[src/rtl/ext_bus_target.sv]
// Byte-serial external bus target: decodes READ/WRITE frames against a local word memory
// and streams back ACK, NAK or RDATA+data with parity on every beat.
module ext_bus_target #(
    parameter int unsigned BUS_W      = 8,
    parameter int unsigned ADDR_BYTES = 4,
    parameter int unsigned DATA_BYTES = 8,
    parameter int unsigned MEM_DEPTH  = 16,
    parameter logic [31:0] BASE_ADDR  = 32'h0
) (
    input  logic             clk,
    input  logic             resetb,
    input  logic [BUS_W-1:0] ext_bus_in,
    input  logic             ext_bus_pty_in,
    output logic [BUS_W-1:0] ext_bus_out,
    output logic             ext_bus_pty_out,
    output logic             busy,
    output logic [7:0]       err_count
);

    localparam int unsigned ADDR_W     = ADDR_BYTES * 8;
    localparam int unsigned DATA_W     = DATA_BYTES * 8;
    localparam int unsigned ADDR_BEATS = ADDR_W / BUS_W;
    localparam int unsigned DATA_BEATS = DATA_W / BUS_W;
    localparam int unsigned IDX_W      = $clog2(MEM_DEPTH);
    localparam int unsigned OFF_W      = $clog2(DATA_BYTES);
    localparam int unsigned CMP_W      = ((ADDR_W > 32) ? ADDR_W : 32) + 1;

    localparam logic [7:0] CMD_READ  = 8'h02;
    localparam logic [7:0] CMD_WRITE = 8'h03;
    localparam logic [7:0] RSP_ACK   = 8'h83;
    localparam logic [7:0] RSP_RDATA = 8'h82;
    localparam logic [7:0] RSP_NAK   = 8'h84;

    localparam logic [CMP_W-1:0] WIN_LO = CMP_W'(BASE_ADDR);
    localparam logic [CMP_W-1:0] WIN_HI = WIN_LO + CMP_W'(MEM_DEPTH * DATA_BYTES);

    typedef enum logic [2:0] {StIdle, StAddr, StSel, StData, StResp} state_e;

    state_e                  state_q, state_d;
    logic [7:0]              beat_q, beat_d;
    logic                    is_wr_q, is_wr_d;
    logic [ADDR_W-1:0]       addr_q, addr_d;
    logic [DATA_BYTES-1:0]   sel_q, sel_d;
    logic [DATA_W-1:0]       data_q, data_d;
    logic [7:0]              tx_rem_q, tx_rem_d;
    logic [DATA_W-1:0]       tx_buf_q, tx_buf_d;
    logic [BUS_W-1:0]        out_q, out_d;
    logic                    pty_q;
    logic [7:0]              err_q, err_d;
    logic [DATA_W-1:0]       mem [MEM_DEPTH];

    logic                    pty_ok, cmd_rd, cmd_wr, upper_zero, drop, mem_we, hit;
    logic [ADDR_W-1:0]       addr_shift;
    logic [DATA_W-1:0]       data_shift;
    logic [CMP_W-1:0]        addr_ext, offset;
    logic [IDX_W-1:0]        idx;

    assign pty_ok     = (ext_bus_pty_in == ~^ext_bus_in);
    assign upper_zero = ((ext_bus_in >> 8) == '0);
    assign cmd_rd     = upper_zero && (ext_bus_in[7:0] == CMD_READ);
    assign cmd_wr     = upper_zero && (ext_bus_in[7:0] == CMD_WRITE);

    // Fields arrive LS beat first, so each new beat enters at the top and shifts down.
    assign addr_shift = (addr_q >> BUS_W) | (ADDR_W'(ext_bus_in) << (ADDR_W - BUS_W));
    assign data_shift = (data_q >> BUS_W) | (DATA_W'(ext_bus_in) << (DATA_W - BUS_W));

    assign addr_ext = CMP_W'(addr_q);
    assign hit      = (addr_ext >= WIN_LO) && (addr_ext < WIN_HI);
    assign offset   = addr_ext - WIN_LO;
    assign idx      = offset[OFF_W +: IDX_W];

    always_comb begin
        state_d  = state_q;
        beat_d   = beat_q;
        is_wr_d  = is_wr_q;
        addr_d   = addr_q;
        sel_d    = sel_q;
        data_d   = data_q;
        tx_rem_d = tx_rem_q;
        tx_buf_d = tx_buf_q;
        out_d    = '0;
        mem_we   = 1'b0;
        drop     = 1'b0;
        err_d    = err_q;

        // Queued beats drain independently of the request side, even across parity errors.
        if (tx_rem_q != '0) begin
            out_d    = tx_buf_q[BUS_W-1:0];
            tx_buf_d = tx_buf_q >> BUS_W;
            tx_rem_d = tx_rem_q - 8'd1;
        end

        if (!pty_ok) begin
            state_d = StIdle;
        end else begin
            unique case (state_q)
                StIdle: begin
                    if (cmd_rd || cmd_wr) begin
                        if (tx_rem_q != '0) begin
                            drop = 1'b1;
                        end else begin
                            state_d = StAddr;
                            beat_d  = '0;
                            is_wr_d = cmd_wr;
                        end
                    end
                end
                StAddr: begin
                    addr_d = addr_shift;
                    beat_d = beat_q + 8'd1;
                    if (beat_q == 8'(ADDR_BEATS - 1)) begin
                        beat_d  = '0;
                        state_d = is_wr_q ? StSel : StResp;
                    end
                end
                StSel: begin
                    sel_d   = ext_bus_in[DATA_BYTES-1:0];
                    beat_d  = '0;
                    state_d = StData;
                end
                StData: begin
                    data_d = data_shift;
                    beat_d = beat_q + 8'd1;
                    if (beat_q == 8'(DATA_BEATS - 1)) begin
                        mem_we  = hit;
                        state_d = StResp;
                    end
                end
                StResp: begin
                    state_d = StIdle;
                    if (!hit) begin
                        out_d = BUS_W'(RSP_NAK);
                    end else if (is_wr_q) begin
                        out_d = BUS_W'(RSP_ACK);
                    end else begin
                        out_d    = BUS_W'(RSP_RDATA);
                        tx_rem_d = 8'(DATA_BEATS);
                        tx_buf_d = mem[idx];
                    end
                end
                default: state_d = StIdle;
            endcase
        end

        if ((!pty_ok || drop) && (err_q != 8'hFF)) begin
            err_d = err_q + 8'd1;
        end
    end

    always_ff @(posedge clk or negedge resetb) begin
        if (!resetb) begin
            state_q  <= StIdle;
            beat_q   <= '0;
            is_wr_q  <= 1'b0;
            addr_q   <= '0;
            sel_q    <= '0;
            data_q   <= '0;
            tx_rem_q <= '0;
            tx_buf_q <= '0;
            out_q    <= '0;
            pty_q    <= 1'b1;
            err_q    <= '0;
        end else begin
            state_q  <= state_d;
            beat_q   <= beat_d;
            is_wr_q  <= is_wr_d;
            addr_q   <= addr_d;
            sel_q    <= sel_d;
            data_q   <= data_d;
            tx_rem_q <= tx_rem_d;
            tx_buf_q <= tx_buf_d;
            out_q    <= out_d;
            pty_q    <= ~^out_d;
            err_q    <= err_d;
        end
    end

    // Storage is deliberately not reset; writes are gated by the reset FSM state.
    always_ff @(posedge clk) begin
        for (int b = 0; b < int'(DATA_BYTES); b++) begin
            if (mem_we && sel_q[b]) begin
                mem[idx][b*8 +: 8] <= data_shift[b*8 +: 8];
            end
        end
    end

    assign ext_bus_out     = out_q;
    assign ext_bus_pty_out = pty_q;
    assign err_count       = err_q;
    assign busy            = (state_q != StIdle) || (tx_rem_q != '0);

endmodule

[config.mk]
export PLATFORM = sky130hd
export DESIGN_NAME = ext_bus_target
export DESIGN_NICKNAME = d
export VERILOG_FILES = /design/src/rtl/ext_bus_target.sv
export SDC_FILE = /design/constraint.sdc
export NUM_CORES = 1
export LEC_CHECK = 0
export CORE_MARGIN = 2
export CORE_UTILIZATION = 30
export CTS_BUF_LIST = sky130_fd_sc_hd__clkbuf_8 sky130_fd_sc_hd__clkbuf_16
export CTS_CLUSTER_DIAMETER = 40
export DETAILED_ROUTE_END_ITERATION = 16
export GPL_TIMING_DRIVEN = 0
export SYNTH_ARGS = -nofsm -noshare
export SYNTH_HDL_FRONTEND = slang
export SYNTH_SLANG_ARGS = --single-unit
[constraint.sdc]
create_clock -name clk -period 3.4 [get_ports clk]
set_clock_uncertainty 0.2 [all_clocks]
set_input_delay 0.51 -clock clk [delete_from_list [all_inputs] [get_ports clk]]
set_output_delay 0.51 -clock clk [all_outputs]
set_load 0.05 [all_outputs]
==> results.yml, run 1 <==
setup_path:
  max_stage_delay_ns: 0.60
  cp_max_fo: 10
  crit_type: "flop to flop"
  crit_buf_inv: 3
  start_kind: "flop"
  rr_worst_depth: 6
  endpoint_kind: "flop"
  slowest_stage: "nor3_4"
  worstPathRequired_ns: 3.57
  cp_top_family: "simple AND/OR/NAND/NOR gates"
  crit_path_cell_trace: "clkbuf_1, clkbuf_4, clkbuf_2, nor2b_2, nand2_2, nor3_4"
  arrival_ns: 3.53
  cp_num_cells: 6
logic_synthesis:
  synth.most_common_cell: "edfxtp_1"
  synth_edf_count: 1024
  synth_top_area_share: 0.645
  post-synth-top-area-cell: "edfxtp_1"
  yosys_most_used_dff: "edfxtp_1"
  synth-async-reset-ratio: 0.159
  yosys_warnings: 0
  avgSynthCellArea_sq_um: 20.2
  ys_seq_area_frac: 0.747
  ys_types: 58
  synth.area.top_cells: "edfxtp_1 (64%), mux4_2 (12%), dfrtp_1 (10%)"
  synthTopCellsByCount: "edfxtp_1 (1024), mux4_2 (256), dfrtp_1 (193), nor3_1 (133), mux2i_1 (131)"
  netlist_instances: 2363
  syn_nets: 2382
  synth-seq-cells: 1218
  syn_area_sq_um: 47700
min_path:
  hp-class: "input port to flop"
  hold_depth: 1
sta:
  tightestPinTransition_ns: 1.26
  whs_ns: 0.0140
  period_minus_slack_ns: 3.36
  maxSlewHeadroom: 0.159
  min_period_over_period: 0.988
  hold_violations: 0
  slew_viol_final: 0
  maxClockFrequency_mhz: 298
  finalSetupViolCount: 0
  rsz0062_at_grt: "false"
  setup_tns_ns: 0
grt:
  grt_util_all_layers: 0.152
  grt_pass1_wl_um: 179000
  grt_max_degree: 112
  grt_pass1_vias: 25300
  grt_antenna_before_repair: 3
  overflow: 0
clock_tree:
  cts_sinks: 1218
  cts_buffers: 148
  tritoncts: "yes"
  root_buffer: "clkbuf_16"
  cts_buffer_depth: 3
  path_clk_slew_ns: 0.06
  htree_levels: 4
  worstSkewPairLatency_ns: 0.75
placement:
  io_buffers: 28
  placed_area_sq_um: 50900
  dpl.hpwl_um: 76900
  globalplace.congestion: 0.797
  place_inst: 4476
finish:
  layout-area-overhead-vs-synth_pct: 23.4
  fin_cells: 4852
  antennaDiodeCount: 0
  nNetsFinal: 2675
  drive_above_1_share: 0.337
  final_area_sq_um: 58800
pwr:
  p_per_area_nw_per_um2: 758
  ir_worst_vdd_mv: 0.566
  p_leak_nw: 20.1
  swShare: 0.308
  p_sw_w: 0.0137
  seqPwrFrac: 0.405
  p_comb_frac: 0.239
  p_int_w: 0.0309
  clkPwrFrac: 0.356
die:
  rows: 146
  dieArea_sq_um: 162000
  start_util: 0.301
  io_pins: 29
  die_h_um: 403
  die_x_um: 403
  core_sq_um: 158000
drt:
  drc: 0
  ant_nets: 0
  vias: 24800
  drt_iter0_drc: 2446
  wl_per_cell_um: 25.4
  drt_wl_total_um: 123000
  drtPass1Iterations: 5
  via_per_inst: 5.10
run:
  maxCapViolCount: 0
run_status:
  status: "finished clean"
[final cells by class]
class | instances | area, sq um
clock buffers | 161 | 3940
flip-flops and latches | 1218 | 35600
inverters | 19 | 71.3
plain buffers | 141 | 744
well taps | 2072 | 2590
repair buffers | 146 | 1830
clock inverters | 113 | 1100
multi-input cells | 982 | 12900
fillers | 14200 | 99400
[kinds of logic (layout without fill, tap and decap cells)]
kind of cell	Yosys count	after routing	synth area share
AO/OA/AOI/OAI	175	175	0.0309
XOR/XNOR	20	20	0.00430
adder cells (fa/ha/maj)	8	8	0.00210
buffers and inverters	163	580	0.0143
flip-flops	1218	1218	0.747
multiplexers	477	477	0.170
AND/OR/NAND/NOR	302	302	0.0312
[layout by cell type, fill, tap and decap left out, types with 10 or more instances in the layout]
cell / count
inv_6: 15
nor3_4: 114
mux4_2: 256
inv_1: 36
mux2i_1: 131
mux2_2: 80
clkinv_2: 18
clkdlybuf4s50_1: 18
dfrtp_1: 193
and3_1: 13
clkbuf_16: 153
clkbuf_1: 63
bufinv_16: 15
xnor2_1: 14
clkinv_1: 17
mux2_4: 10
nand2_1: 19
buf_2: 49
edfxtp_1: 1024
clkbuf_2: 13
a22o_1: 129
clkinvlp_4: 17
dlygate4sd3_1: 13
buf_12: 49
nand2_4: 11
clkbuf_8: 20
buf_4: 51
nor3_2: 14
nor2_1: 71
a31oi_1: 11
[power groups by stage]
stage / registers, W / clock network (W) / logic, W
6_report: 0.0181 / 0.0159 / 0.0107
3_5_place_dp: 0.0184 / 0 / 0.0100
3_3_place_gp: 0.0183 / 0 / 0.00989
4_1_cts: 0.0181 / 0.0161 / 0.0106
5_1_grt: 0.0182 / 0.0168 / 0.0112
2_1_floorplan: 0.0180 / 0 / 0.00642
[per-layer routing]
| layer | vias up | GRT usage | wire (um) |
|---|---|---|---|
| li1 | 10400 | - | - |
| met1 | 13200 | 0.203 | 50600 |
| met2 | 998 | 0.243 | 58900 |
| met3 | 251 | 0.0351 | 9410 |
| met4 | 4 | 0.0532 | 4130 |
| met5 | - | 0 | 165 |
[stage by stage]
stage	util	setup WS, ns	total power [W]
4_1_cts	0.371	0.00954	0.0448
5_1_grt	0.372	0.00117	0.0461
3_3_place_gp	0.320	-7.70	0.0282
3_5_place_dp	0.322	-3.17	0.0284
6_report	0.372	0.0400	0.0446
2_1_floorplan	-	0.143	0.0245
[worst paths after layout]
| kind | start | end | slack [ns] |
|---|---|---|---|
| worst max-delay path | addr_q[3] | mem[10][29] | 0.04 |
| worst min-delay path | ext_bus_in[5] | mem[6][61] | 0.01 |
| worst max register to register | addr_q[3] | mem[10][29] | 0.04 |
| worst min register to register | err_count[4] | err_count[4] | 0.28 |
| max in group asynchronous | resetb | beat_q[2] | 1.60 |
| min in group asynchronous | resetb | data_q[34] | 0.21 |
[sequential cells by signal, indices dropped and copies added, names as in the netlist, 3 cells and up]
name         flops
err_count        8
state_q          3
data_q          56
sel_q            8
ext_bus_out      8
tx_buf_q        64
addr_q          29
beat_q           8
mem           1024
tx_rem_q         8
[repair_timing]
item,CTS,global route
setup endpoints to repair,1215,561
hold buffers,13,0
hold endpoints to repair,164,0
pin swaps,75,3
setup buffers,85,7
resized for setup,333,16
[worst reg2reg max path, stage by stage, from the launching register on]
cell and delay, ns:
dfrtp_1 0.35, clkbuf_1 0.11, clkbuf_4 0.31, clkbuf_2 0.44, nor2b_2 0.47, nand2_2 0.51
nor3_4 0.61
No activity file was read; power rests on OpenSTA's default activity.
==> run 2, diff against run 1 <==
--- a/config.mk
+++ b/config.mk
@@ -6,7 +6,7 @@
 export NUM_CORES = 1
 export LEC_CHECK = 0
 export CORE_MARGIN = 2
-export CORE_UTILIZATION = 30
+export CORE_UTILIZATION = 40
 export CTS_BUF_LIST = sky130_fd_sc_hd__clkbuf_8 sky130_fd_sc_hd__clkbuf_16
 export CTS_CLUSTER_DIAMETER = 40
 export DETAILED_ROUTE_END_ITERATION = 16
==> results.yml, run 2 (same netlist as run 1, synthesis figures left out) <==
run_status:
  status: "finished with violations"
  violations: "negative setup slack"
finish:
  drive_above_1_share: 0.340
  largest_reg_flops: 1024
  top_regs: "mem: 1024 flops, tx_buf_q: 64 flops, data_q: 56 flops"
  multi_input_area_sq_um: 12900
  nNetsFinal: 2695
  top_register: "mem"
  layout_common_cells: "edfxtp_1 (1024), mux4_2 (256), dfrtp_1 (193), clkbuf_16 (166), mux2i_1 (131)"
  layout-area-overhead-vs-synth_pct: 22.9
  final_common_cell: "edfxtp_1"
  layout.area.seq_sq_um: 35600
  fin_cells: 4344
  final_core_util: 0.496
  fillCellCount: 9192
setup_path:
  worstPathRequired_ns: 3.64
  slowest_stage: "nand2_2"
  endpoint_kind: "flop"
  crit_path_cell_trace: "clkbuf_2, clkbuf_2, nor2_1, nand2_2, nor3_2, buf_2"
  path_common_cell: "clkbuf_2"
  crit_buf_inv: 3
  start_kind: "flop"
  max_stage_delay_ns: 0.51
  cp_top_family: "simple AND/OR/NAND/NOR gates"
  cp_max_fo: 10
  arrival_ns: 3.67
  crit_type: "flop to flop"
sta:
  min_period_over_period: 1.01
  rsz0062_at_grt: "true"
  tightestPinTransition_ns: 1.26
  maxClockFrequency_mhz: 291
  slew_viol_final: 0
  maxSlewHeadroom: 0.161
  setup_slack_ns: -0.0327
  hold_violations: 0
  period_minus_slack_ns: 3.43
  finalSetupViolCount: 12
pwr:
  p_comb_frac: 0.232
  swShare: 0.303
  ir_worst_vdd_mv: 0.485
  p_per_area_nw_per_um2: 778
  p_sw_w: 0.0138
  p_int_w: 0.0318
  clkPwrFrac: 0.371
  p_leak_nw: 20.4
  seqPwrFrac: 0.397
clock_tree:
  cts_sinks: 1218
  root_buffer: "clkbuf_16"
  path_clk_slew_ns: 0.06
  cts_buffers: 155
  htree_levels: 4
  tritoncts: "yes"
  worstSkewPairLatency_ns: 0.74
  cts_buffer_depth: 3
placement:
  dpl.hpwl_um: 78700
  globalplace.congestion: 0.827
  io_buffers: 28
  place_inst: 3951
drt:
  wl_per_cell_um: 28.8
  drt_iter0_drc: 2730
  drtPass1Iterations: 6
  ant_nets: 0
  drt_wl_total_um: 125000
  drc: 0
  routed-wl-met2_um: 61300
  route.met3.wl_um: 10200
  wl_met1_um: 49200
  vias: 25100
  via_per_inst: 5.78
  highest_layer: "met4"
die:
  rows: 126
  io_pins: 29
  die_h_um: 349
  dieArea_sq_um: 122000
  core_sq_um: 118000
  die_x_um: 349
  start_util: 0.404
grt:
  overflow: 0
  grt_antenna_before_repair: 1
  grt_max_degree: 100
  grt_pass1_wl_um: 182000
  grt_pass1_vias: 26200
  grt_util_all_layers: 0.207
min_path:
  hp-class: "input port to flop"
run:
  maxCapViolCount: 0
[run 2: per-layer routing]
metal  global-route usage  vias to the layer above
met1                0.268                    13400
met5                    0                        -
met3               0.0519                      265
li1                     -                    10400
met4               0.0808                        0
met2                0.337                     1079
[run 2: through the flow]
| step | hold slack [ns] | TNS, ns | worst slack, ns | instance area [sq um] | power (W) |
|---|---|---|---|---|---|
| after global placement | 0.277 | -4219.55 | -7.30 | 49900 | 0.0281 |
| final | 0.0292 | -0.302 | -0.0327 | 58600 | 0.0456 |
| after floorplan | 0.0144 | 0 | 0.143 | 47700 | 0.0245 |
| after detailed placement | 0.279 | -2847.69 | -3.09 | 50200 | 0.0283 |
| after CTS | 0.00101 | -32.57 | -0.172 | 58400 | 0.0457 |
| after global routing | 0.0163 | -2.43 | -0.0800 | 58600 | 0.0470 |
[run 2: layout make-up]
type	count	share of cell area
buffer	142	0.0125
tap	1536	0.0328
timing repair buffer	158	0.0325
antenna	2	0.0000854
sequential	1218	0.607
inverter	19	0.00122
clock inverter	117	0.0208
clock buffer	170	0.0718
multi-input combinational	982	0.221
[run 2: worst paths after layout]
| path | start | end | slack, ns | cells after the start |
|---|---|---|---|---|
| max in group asynchronous | resetb | data_q[20] | 1.74 | 3 |
| min | ext_bus_in[5] | sel_q[5] | 0.03 | 3 |
| min in group asynchronous | resetb | data_q[59] | 0.19 | 2 |
| min reg2reg | beat_q[7] | beat_q[7] | 0.29 | 1 |
| max reg2reg | addr_q[4] | mem[0][48] | -0.03 | 6 |
| max | addr_q[4] | mem[0][48] | -0.03 | 6 |
[run 2: tightest hold or removal path, stage by stage]
cell,delay [ns]
buf_2,0.14
inv_1,0.17
mux2i_1,0.09
[run 2: timing repair]
action,in CTS,in global routing
setup buffers,83,4
setup endpoints to repair,1215,943
resized for setup,338,30
hold endpoints to repair,185,13
hold buffers,15,4
pin swaps,71,5
[run 2: power by group through the flow]
stage                     clock network (W)  registers (W)  logic [W]
final                                0.0169         0.0181     0.0106
after global routing                 0.0177         0.0182     0.0111
after CTS                            0.0171         0.0181     0.0105
after detailed placement                  0         0.0184    0.00988
after global placement                    0         0.0183    0.00975
after floorplan                           0         0.0180    0.00642
==> run 3, diff against run 2 <==
--- a/config.mk
+++ b/config.mk
@@ -5,6 +5,7 @@
 export SDC_FILE = /design/constraint.sdc
 export NUM_CORES = 1
 export LEC_CHECK = 0
+export CAP_MARGIN = 20
 export CORE_MARGIN = 2
 export CORE_UTILIZATION = 40
 export CTS_BUF_LIST = sky130_fd_sc_hd__clkbuf_8 sky130_fd_sc_hd__clkbuf_16
==> results.yml, run 3 (same netlist as run 1, synthesis figures left out) <==
pwr:
  ir_worst_vdd_mv: 0.442
  p_per_area_nw_per_um2: 783
  p_leak_nw: 20.0
grt:
  grt_antenna_before_repair: 2
  grt_util_all_layers: 0.204
  grt_max_degree: 100
  grt_pass1_vias: 26000
  grt_pass1_wl_um: 180000
  overflow: 0
die:
  die_h_um: 349
  dieArea_sq_um: 122000
  start_util: 0.404
  die_x_um: 349
  rows: 126
  io_pins: 29
  core_sq_um: 118000
setup_path:
  start_kind: "flop"
  max_stage_delay_ns: 0.56
  endpoint_kind: "flop"
  worstPathRequired_ns: 3.62
  arrival_ns: 3.61
  cp_max_fo: 12
  cp_top_family: "simple AND/OR/NAND/NOR gates"
  slowest_stage: "nor2_1"
  crit_buf_inv: 3
  crit_type: "flop to flop"
  crit_path_cell_trace: "nor2_1, buf_6, clkbuf_2, nand2_2, nor3_2, buf_2"
clock_tree:
  cts_sinks: 1218
  cts_buffers: 157
  cts_buffer_depth: 3
  root_buffer: "clkbuf_16"
  htree_levels: 4
  worstSkewPairLatency_ns: 0.75
  tritoncts: "yes"
  path_clk_slew_ns: 0.06
sta:
  setup_slack_ns: 0.00885
  rsz0062_at_grt: "true"
  min_period_over_period: 0.997
  period_minus_slack_ns: 3.39
  whs_ns: 0.00262
  slew_viol_final: 0
  tightestPinTransition_ns: 1.14
  finalSetupViolCount: 0
  maxSlewHeadroom: 0.241
  maxClockFrequency_mhz: 295
  hold_violations: 0
drt:
  wl_per_cell_um: 28.1
  vias: 24900
  drt_wl_total_um: 123000
  drc: 0
  ant_nets: 0
  drtPass1Iterations: 6
  via_per_inst: 5.73
  drt_iter0_drc: 2589
finish:
  nNetsFinal: 2705
  top_regs: "mem: 1024 flops, tx_buf_q: 64 flops, data_q: 56 flops"
  layout-area-overhead-vs-synth_pct: 21.3
  layout_common_cells: "edfxtp_1 (1024), mux4_2 (256), dfrtp_1 (193), clkbuf_16 (168), mux2i_1 (131)"
  drive_above_1_share: 0.346
  final_common_cell: "edfxtp_1"
  largest_reg_flops: 1024
  top_register: "mem"
  antennaDiodeCount: 0
placement:
  globalplace.congestion: 0.827
  io_buffers: 28
  pre_cts_slack_ns: -3.04
  dpl.hpwl_um: 81400
run_status:
  status: "finished clean"
min_path:
  hp-class: "input port to flop"
run:
  maxCapViolCount: 0
-- run 3: cell types whose count changed in the layout (fill, tap and decap cells not counted), moves of 6 or more --
| cell | change |
|---|---|
| buf_12 | -41 |
| buf_2 | +38 |
| buf_4 | +10 |
| bufinv_16 | -6 |
| clkbuf_8 | +11 |
| clkinv_1 | -8 |
| nor3_2 | +46 |
| nor3_4 | -47 |
-- run 3: worst paths after layout --
check	start	depth (start not counted)	end	slack, ns
min in group asynchronous	resetb	2	data_q[56]	0.19
worst min register to register	beat_q[7]	1	beat_q[7]	0.29
worst max-delay path	addr_q[5]	6	mem[0][50]	0.009
worst max register to register	addr_q[5]	6	mem[0][50]	0.009
max in group asynchronous	resetb	3	data_q[25]	1.77
worst min-delay path	ext_bus_in[7]	1	mem[6][63]	0.003
-- run 3: timing repair --
action / CTS / global route
gates resized for setup: 273 / 38
setup buffers: 8 / 2
hold endpoints to repair: 163 / 0
pin swaps: 11 / 3
setup endpoints to repair: 1215 / 599
hold buffers: 15 / 0
-- run 3: cell type report --
type	instances	area, sq um
Clock inverter	111	1080
Sequential cell	1218	35600
Timing Repair Buffer	169	1420
Inverter	19	71.3
Fill cell	9350	60200
Buffer	139	736
Tap cell	1536	1920
Multi-Input combinational cell	982	12600
Clock buffer	180	4370
-- run 3: per-stage QoR --
step	setup TNS [ns]	total power [W]	cells	cell area, sq um	util
finish	0	0.0453	4354	57800	0.490
global route	-0.0939	0.0468	4354	57800	0.490
CTS	-0.221	0.0455	4354	57700	0.488
detailed placement	-2694.44	0.0284	4043	50800	0.431
global placement	-4219.55	0.0281	3927	49900	0.422
floorplan	0	0.0245	2363	47700	-
-- run 3: worst register-to-register path, delay by kind of cell, from the launching register on --
family	cells	cell delay (ns)
flip-flops	1	0.42
buffers and inverters	3	0.98
AND/OR/NAND/NOR	3	1.47
-- run 3: routing by layer --
metal	part of all wire	track usage	wire length [um]
met3	0.068	0.0460	8310
met5	0	0	0
met4	0.031	0.0741	3840
met1	0.41	0.267	49600
met2	0.50	0.335	60700
-- run 3: report_power, final --
part / internal [W] / leakage [nW] / switching (W)
Sequential: 0.0171 / 11.5 / 0.000986
Combinational: 0.00420 / 5.80 / 0.00622
Clock: 0.0104 / 2.71 / 0.00643
Total: 0.0317 / 20.0 / 0.0136
